`src/rtl/gpio_chirp_sync_gen.sv`:
```
// Transmit side of the GPIO chirp sync link: square sync output with a TRIG
// strobe on each rising edge, running continuously or for a fixed burst.
module gpio_chirp_sync_gen #(
  parameter int CNT_W   = 32,
  parameter int BURST_W = 16
) (
  input  logic               CLOCK_IN,
  input  logic               RST_N,
  input  logic               EN,
  input  logic [CNT_W-1:0]   PERIOD,
  input  logic [CNT_W-1:0]   HIGH_TIME,
  input  logic [BURST_W-1:0] BURST,
  output logic               SIG_OUT,
  output logic               TRIG,
  output logic               BUSY,
  output logic [BURST_W-1:0] CHIRP_CNT,
  output logic [CNT_W-1:0]   PHASE
);

  typedef enum logic [1:0] {S_IDLE, S_HIGH, S_LOW} state_t;

  localparam logic [CNT_W-1:0]   C_ONE   = CNT_W'(1);
  localparam logic [CNT_W-1:0]   C_TWO   = CNT_W'(2);
  localparam logic [BURST_W-1:0] C_B_ONE = BURST_W'(1);

  state_t             r_state, w_state_nxt;
  logic [CNT_W-1:0]   r_period, r_high, r_phase;
  logic [BURST_W-1:0] r_burst, r_chirp_cnt;
  logic               r_sig, r_trig, r_busy, r_rearm;

  logic [CNT_W-1:0]   w_p, w_h, w_phase_nxt;
  logic [BURST_W-1:0] w_chirp_nxt;
  logic               w_sig_nxt, w_trig_nxt, w_busy_nxt, w_rearm_nxt;
  logic               w_start, w_high_end, w_period_end, w_burst_done;
  logic               w_restart, w_load;

  // Clamp so every period has at least one high and one low cycle.
  assign w_p = (PERIOD < C_TWO) ? C_TWO : PERIOD;
  assign w_h = (HIGH_TIME == '0) ? C_ONE :
               (HIGH_TIME >= w_p) ? (w_p - C_ONE) : HIGH_TIME;

  // A completed burst leaves r_rearm set until EN is seen low again.
  assign w_start      = (r_state == S_IDLE) && EN && !r_rearm;
  assign w_high_end   = (r_state == S_HIGH) && (r_phase == r_high - C_ONE);
  assign w_period_end = (r_state == S_LOW) && (r_phase == r_period - C_ONE);
  assign w_burst_done = (r_burst != '0) && (r_chirp_cnt == r_burst);
  assign w_restart    = w_period_end && EN && !w_burst_done;
  assign w_load       = w_start || w_restart;

  // NOTE: sequential state uses non-blocking assignments so every register
  // samples the pre-edge values of the others, independent of block order.
  always_ff @(posedge CLOCK_IN or negedge RST_N) begin
    if (!RST_N) begin
      r_state     <= S_IDLE;
      r_sig       <= 1'b0;
      r_trig      <= 1'b0;
      r_busy      <= 1'b0;
      r_rearm     <= 1'b0;
      r_chirp_cnt <= '0;
      r_phase     <= '0;
      r_period    <= '0;
      r_high      <= '0;
      r_burst     <= '0;
    end else begin
      r_state     <= w_state_nxt;
      r_sig       <= w_sig_nxt;
      r_trig      <= w_trig_nxt;
      r_busy      <= w_busy_nxt;
      r_rearm     <= w_rearm_nxt;
      r_chirp_cnt <= w_chirp_nxt;
      r_phase     <= w_phase_nxt;
      if (w_load) begin
        r_period <= w_p;
        r_high   <= w_h;
        r_burst  <= BURST;
      end
    end
  end

  // NOTE: each combinational output gets a default first, so no path through
  // the case statement can leave it unassigned and infer a latch.
  always_comb begin
    w_state_nxt = r_state;
    case (r_state)
      S_IDLE:  if (w_start) w_state_nxt = S_HIGH;
      S_HIGH:  if (w_high_end) w_state_nxt = S_LOW;
      S_LOW:   if (w_period_end) w_state_nxt = w_restart ? S_HIGH : S_IDLE;
      default: w_state_nxt = S_IDLE;
    endcase
  end

  always_comb begin
    w_sig_nxt   = (w_state_nxt == S_HIGH);
    w_trig_nxt  = w_load;
    w_busy_nxt  = (w_state_nxt != S_IDLE);
    w_phase_nxt = r_phase + C_ONE;
    if (w_load || (w_state_nxt == S_IDLE))
      w_phase_nxt = '0;
    w_chirp_nxt = r_chirp_cnt;
    if (w_start)
      w_chirp_nxt = C_B_ONE;
    else if (w_restart)
      w_chirp_nxt = r_chirp_cnt + C_B_ONE;
    w_rearm_nxt = r_rearm;
    if (!EN)
      w_rearm_nxt = 1'b0;
    else if (w_period_end && w_burst_done)
      w_rearm_nxt = 1'b1;
  end

  assign SIG_OUT   = r_sig;
  assign TRIG      = r_trig;
  assign BUSY      = r_busy;
  assign CHIRP_CNT = r_chirp_cnt;
  assign PHASE     = r_phase;

endmodule

```
`config.mk`:
```
export PLATFORM = sky130hd
export DESIGN_NAME = gpio_chirp_sync_gen
export DESIGN_NICKNAME = d
export VERILOG_FILES = /design/src/rtl/gpio_chirp_sync_gen.sv
export SDC_FILE = /design/constraint.sdc
export NUM_CORES = 1
export LEC_CHECK = 0
export CAP_MARGIN = 10
export CORE_AREA = 3 3 171 173
export CTS_CLUSTER_DIAMETER = 200
export CTS_CLUSTER_SIZE = 12
export DETAILED_ROUTE_END_ITERATION = 10
export DIE_AREA = 0 0 174 176
export GPL_ROUTABILITY_DRIVEN = 0
export GPL_TIMING_DRIVEN = 0
export PLACE_DENSITY = 0.56
export SETUP_SLACK_MARGIN = 0.2
export SLEW_MARGIN = 20
export SYNTH_ARGS = -nofsm -noshare
export SYNTH_HDL_FRONTEND = slang
export SYNTH_SLANG_ARGS = --single-unit
```
`constraint.sdc`:
```
create_clock -name CLOCK_IN -period 3.1 [get_ports CLOCK_IN]
set_input_delay 0.62 -clock CLOCK_IN [delete_from_list [all_inputs] [get_ports CLOCK_IN]]
set_output_delay 0.62 -clock CLOCK_IN [all_outputs]
set_load 0.05 [all_outputs]
```
==> summary.md, run 1 <==
| Metric | Value |
|---|---|
| Root buffer cell | clkbuf_16 |
| Clock Path Buffers | 2 |
| Synth Cell Area | a little under 10000 um2 |
| Via/cell ratio | between 5 and 6 |
| Peak Freq | approximately 270 MHz |
| Share of post-route cells with drive strength above 1 | 0.290 |
| WL final | approximately 34000 um |
| Power share of the sequential group | 0.352 |
| Commonest non-fill, non-tap cell in the layout | dfrtp_1 |
| Tot Pwr | slightly below 6 mW |
| Unrepaired setup endpoints after global routing | true |
| Max cap viols | 0 |
| Setup Crit Path Kind | input port to register |
| Slew Limit Fails | 0 |
| Least-Margin Pin Slew | ~1.1 ns |
| Pre-CTS worst setup slack | -1.85 ns |
| Register area share after synthesis | 0.345 |
| Peak VDD IR | around 380 uV |
| Top post-synthesis cells by area | dfrtp_1, xnor2_1, nand2_1 |
| Final #Nets | ~1500 |
| Switch share | 0.327 |
| CTS Buf Count | 17 |
| Leak pwr | 6.17 nW |
| Die H | ~180 um |
| EDFF count, synth | 0 |
| Clock transition at the registers of the reported paths | 0.06 ns |
| Clock power frac | 0.373 |
| Worst hold slack | 0.111 ns |
| CP Launch Type | input port |
| Core Util, Final | 0.531 |
| Final min period | around 3.7 ns |
| I/O pin total | between 100 and 150 |
| Worst-case clock skew | 0.0105 ns |
| Vias | 9239 |
| Remaining DRCs | 0 |
| CP Data Required Time | roughly 3.4 ns |
| CP Capture Type | register |
| Initial Util | 0.350 |
| Post-DP HPWL | 24100 um |
| Failing checks | setup timing |
| Post-synth cell types | 78 |
| FF+latch count, synth | roughly 130 |
| YS warnings | 0 |
| Core box area | between 20000 and 30000 um2 |
| CTS Hold Bufs | 0 |
| CP max FO | 7 |
| Status | complete, but fails checks |
| Synth top area share | 0.345 |
| Final setup viols | between 100 and 150 |
| Area grow syn2layout | 51.7% |
| Internal | around 4.0 mW |
| Rel. slew slack | 0.271 |
| Synth Instances | around 1100 |
| Worst hold path type | input port to async pin |
| Die area | between 30000 and 40000 um2 |
| Worst skew pair latency | 0.43 ns |
| Vias in the first global route | roughly 9000 |
| Number of diodes | 0 |
| Total grt overflow | 0 |
| Ys async rst share | 1.00 |
| Pwr/cell area | between 400 and 500 nW/um2 |
| Yosys top cell by area | dfrtp_1 |
| Die W | ~170 um |
| Port bufs | approximately 130 |
| Routed wire per std cell | 19.5 um |
| H-tree depth | 4 |
| Antenna violations before repair | 0 |
| Most frequent cells in the layout | dfrtp_1, xnor2_1, clkdlybuf4s50_1 |
| Setup TNS Final | -43.68 ns |
| Syn_nets | approximately 1200 |
| Fin. Hold Viols | 0 |
| DRT Pass-1 Iters | 5 |
| Gate power share | 0.275 |
| TritonCTS clock tree | built |
| Final worst-path cycle share | 1.18 |
| Main synth FF type | dfrtp_1 |
| Synthesized area per cell | between 8 and 9 um2 |
| # clock sinks | 134 |
| Worst path arrival time | ~4.0 ns |
| Psw | between 1.5 and 2 mW |
| Antenna viol nets, final | 0 |
| First-pass GRT wire length | a little over 50000 um |
| Initial drt markers | between 600 and 700 |
| Largest net degree at the start of global routing | 72 |
| FP Rows | 61 |
| GRT Resource Usage Total | 0.215 |
| Post-layout worst setup margin | -0.551 ns |
-- worst paths after layout --
| path | startpoint | endpoint | slack, ns | depth (start not counted) |
|---|---|---|---|---|
| setup / recovery | PERIOD[9] | r_high[15] | -0.55 | 17 |
| hold reg to reg | r_burst[8] | r_burst[8] | 0.53 | 2 |
| max in group asynchronous | RST_N | r_high[21] | 2.24 | 2 |
| setup reg to reg | r_period[0] | PHASE[4] | -0.39 | 16 |
| hold / removal | RST_N | PHASE[3] | 0.11 | 1 |
| min in group CLOCK_IN | PERIOD[26] | r_period[26] | 0.51 | 3 |
-- cells in the mapped netlist, drive strengths merged, types with 16 or more instances --
library cell	instances
xor2	39
a21oi	25
a22o	30
or3	16
clkbuf	29
nor4	43
nand3	29
dfrtp	134
ha	37
o21ai	53
mux2	29
buf	20
nand2	129
xnor2	127
nand4	39
a21o	17
inv	47
nor3	39
nor2	88
-- registers in the layout, summed over array words and instances, names as in the netlist --
name	cells
r_state	2
SIG_OUT	1
BUSY	1
r_rearm	1
r_high	32
r_burst	16
PHASE	32
CHIRP_CNT	16
r_period	32
TRIG	1
-- metal layers --
layer | global-route usage | vias up | wire length [um]
met4 | 0.0757 | 0 | 964
met5 | 0 | - | 0
met3 | 0.0340 | 54 | 1430
met2 | 0.370 | 269 | 16600
li1 | - | 4446 | -
met1 | 0.275 | 4470 | 14700
-- area by class of cell --
type | instances | area (um2)
fill | 2469 | 13000
buffer | 49 | 459
tap | 378 | 473
clock buffer | 19 | 433
multi-input combinational | 878 | 7260
sequential | 134 | 3360
timing repair buffer | 216 | 2380
inverter | 47 | 191
clock inverter | 13 | 195
-- logic make-up (layout without fill, tap and decap cells) --
kind of cell	Yosys count	in the layout	synth area share
buffers and inverters	96	344	0.0419
AND/OR/NAND/NOR	463	463	0.249
AO/OA/AOI/OAI	170	171	0.121
flip-flops	134	134	0.345
XOR/XNOR	166	166	0.149
adder cells (fa/ha/maj)	37	37	0.0476
multiplexers	41	41	0.0459
-- metrics by stage --
step | cell area [um2] | std cells
after floorplan | 9980 | 1107
after global placement | 11800 | 1618
after detailed placement | 11800 | 1619
after CTS | 13800 | 1704
after global routing | 14800 | 1734
final | 14800 | 1734
-- worst max-delay path: stages --
cell and delay, ns:
clkdlybuf4s50_1 0.44, or4_4 0.58, nor2_4 0.17, nand2_4 0.08
o31ai_4 0.22, inv_2 0.07, ha_4 0.22, o21ai_2 0.13
a21oi_1 0.08, nor2_1 0.13, o21ai_1 0.10, a21oi_2 0.26
o21ai_4 0.08, buf_12 0.16, buf_8 0.14, mux2_4 0.29
a22o_1 0.20
-- repair_timing --
action	in CTS	in global routing
setup endpoints to repair	134	134
cloned	17	2
buffers inserted	36	27
resized for setup	210	169
pin swaps	67	56
-- power groups by stage --
| stage | Sequential, mW | Clock [mW] | Combinational, mW |
|---|---|---|---|
| after floorplan | 2.16 | 0 | 0.769 |
| after global placement | 2.10 | 0 | 1.34 |
| after detailed placement | 2.09 | 0 | 1.36 |
| after CTS | 2.07 | 2.24 | 1.51 |
| after global routing | 2.11 | 2.33 | 1.76 |
| final | 2.09 | 2.22 | 1.63 |
Power figures use the tool's default switching activity.
==> inputs of run 2 (changes only) <==
--- a/config.mk
+++ b/config.mk
@@ -19,3 +19,4 @@
 export SYNTH_ARGS = -nofsm -noshare
 export SYNTH_HDL_FRONTEND = slang
 export SYNTH_SLANG_ARGS = --single-unit
+export TNS_END_PERCENT = 5
==> summary.md, run 2 (synthesis gave the netlist of run 1 again) <==
| Metric | Value |
|---|---|
| Via/cell ratio | 5.35 (+0.48%) |
| Largest net degree at the start of global routing | 97 (+35%) |
| Worst path arrival time | 3.89 ns (-0.08 ns) |
| Vias | 8989 (-2.7%) |
| Final worst-path cycle share | 1.15 (-0.0257) |
| TritonCTS clock tree | built |
| Die W | 174 um (unchanged) |
| CTS Hold Bufs | 0 (unchanged) |
| Port bufs | 133 (unchanged) |
| WL final | 31100 um (-7.9%) |
| Die area | 30600 um2 (unchanged) |
| H-tree depth | 4 (unchanged) |
| Final min period | 3.57 ns (-0.0796 ns) |
| Setup Crit Path Kind | input port to register |
| Fin. Hold Viols | 0 (unchanged) |
| Unrepaired setup endpoints after global routing | true |
| Initial drt markers | 625 (-0.48%) |
| Routed wire per std cell | 18.5 um (-4.8%) |
| Worst-case clock skew | 0.0161 ns (+0.00554 ns) |
| CP max FO | 7 (unchanged) |
| Slowest cell on the critical path | or4_4 |
| Most frequent cells in the layout | dfrtp_1, xnor2_1, nand2_1 |
| Worst skew pair latency | 0.43 ns (about the same) |
| Worst hold path type | input port to async pin |
| Commonest non-fill, non-tap cell in the layout | dfrtp_1 |
| Initial Util | 0.350 (unchanged) |
| CP Data Required Time | 3.41 ns (about the same) |
| Worst hold slack | 0.0718 ns (-0.0388 ns) |
| Rel. slew slack | 0.262 (-0.00916) |
| CP delay by family, top | simple AND/OR/NAND/NOR gates |
| GRT busiest layer | met2 |
| Remaining DRCs | 0 (unchanged) |
| Root buffer cell | clkbuf_16 |
| # clock sinks | 134 (unchanged) |
| Post-layout worst setup margin | -0.471 ns (+0.0796 ns) |
| Status | complete, but fails checks |
| Area grow syn2layout | 34.8% |
| FP Rows | 61 (unchanged) |
| Vias in the first global route | 9065 (-2.2%) |
| Least-Margin Pin Slew | 1.10 ns (+0.0136 ns) |
| CP Capture Type | register |
| Final #Nets | 1408 (-3.8%) |
| Pwr/cell area | 423 nW/um2 (+5.0%) |
| Grt met2 use | 0.337 (-0.0338) |
| Number of diodes | 0 (unchanged) |
| Post-DP HPWL | 24000 um (-0.43%) |
| Peak Freq | 280 MHz (+2.2%) |
| Max cap viols | 0 (unchanged) |
| Leak pwr | 5.56 nW (-10%) |
| Core box area | 27800 um2 (unchanged) |
| Grt met3 use | 0.0310 (-0.00301) |
| Pre-CTS worst setup slack | -1.94 ns (-0.0938 ns) |
| Slew Limit Fails | 0 (unchanged) |
| CP max stage delay | 0.54 ns (-0.04 ns) |
| Peak VDD IR | 364 uV (-4.4%) |
| Failing checks | setup timing |
| First-pass GRT wire length | 49400 um (-4.4%) |
| Die H | 176 um (unchanged) |
| GRT Resource Usage Total | 0.202 (-0.0127) |
| Bufs and invs on worst path | 4 (unchanged) |
| Clock Path Buffers | 2 (unchanged) |
| Clock transition at the registers of the reported paths | 0.07 ns (about the same) |
| CP Launch Type | input port |
| M1 GR Usage | 0.269 (-0.00586) |
| Final setup viols | 132 (-0.75%) |
| CTS Buf Count | 17 (unchanged) |
| Share of post-route cells with drive strength above 1 | 0.154 (-0.135) |
| Antenna violations before repair | 1 (+1) |
| Total grt overflow | 0 (unchanged) |
| I/O pin total | 134 (unchanged) |
| Antenna viol nets, final | 0 (unchanged) |
| Cells along the critical path | buf_6, or4_4, nor4_4, and4_4, nand2_4, o31ai_4, inv_1, ha_1, o21ai_1, a21oi_1, nor2_1, o21ai_2, a21oi_4, o21ai_4, buf_12, clkbuf_16, mux2_4, a22o_1 |
| DRT Pass-1 Iters | 5 (unchanged) |
## run 2: path summary, 6_finish.rpt
path,endpoint,cells past startpoint,start,slack [ns]
min in group CLOCK_IN,r_period[24],3,PERIOD[24],0.51
worst min-delay path,TRIG,1,RST_N,0.07
worst min register to register,r_rearm,1,r_rearm,0.51
worst max-delay path,r_high[14],18,PERIOD[26],-0.47
worst max register to register,r_period[11],14,r_period[0],-0.36
max in group asynchronous,r_period[23],2,RST_N,2.24
## run 2: layer usage
layer,share of wire,vias up
met3,0.049,51
met1,0.46,4323
met2,0.46,278
li1,-,4335
met5,0.00042,-
met4,0.028,2
## run 2: what timing repair did
item,4_1_cts,5_1_grt
pin swaps,66,31
gates resized for setup,134,45
gates cloned,3,1
endpoints found under the hold margin,0,0
endpoints found under the setup margin,134,134
setup buffers,11,13
## run 2: final cells by class
type                       count  area [um2]
sequential                   134        3360
buffer                        49         382
inverter                      47         179
timing repair buffer         162        1660
clock inverter                15         144
tap                          378         473
multi-input combinational    877        6500
clock buffer                  17         425
fill                        2745       14700
## run 2: power breakdown
group          internal [mW]  leakage (nW)  switching, mW  total, mW
logic                  0.717          3.53          0.792       1.51
registers               1.86          1.75          0.194       2.05
clock network           1.07         0.277          0.914       1.99
## run 2: worst register-to-register path, stage by stage (launching register included)
cell	delay, ns
dfrtp_1	0.36
buf_4	0.17
inv_2	0.07
ha_4	0.14
or4b_4	0.48
or4_1	0.43
o2111ai_2	0.11
nand2_2	0.09
a2111oi_4	0.43
and4_4	0.34
a21oi_4	0.14
clkbuf_16	0.27
clkbuf_8	0.16
nand2_1	0.07
o21ai_1	0.07
## run 2: through the flow
| step | area (um2) | total power, mW | std cells | util | setup TNS [ns] |
|---|---|---|---|---|---|
| 2_1_floorplan | 9790 | 2.92 | 1107 | - | -31.07 |
| 3_3_place_gp | 11600 | 3.40 | 1618 | 0.417 | -719.82 |
| 3_5_place_dp | 11600 | 3.42 | 1619 | 0.419 | -160.75 |
| 4_1_cts | 12900 | 5.55 | 1665 | 0.463 | -53.05 |
| 5_1_grt | 13100 | 5.81 | 1679 | 0.472 | -63.05 |
| 6_report | 13100 | 5.55 | 1679 | 0.472 | -42.65 |
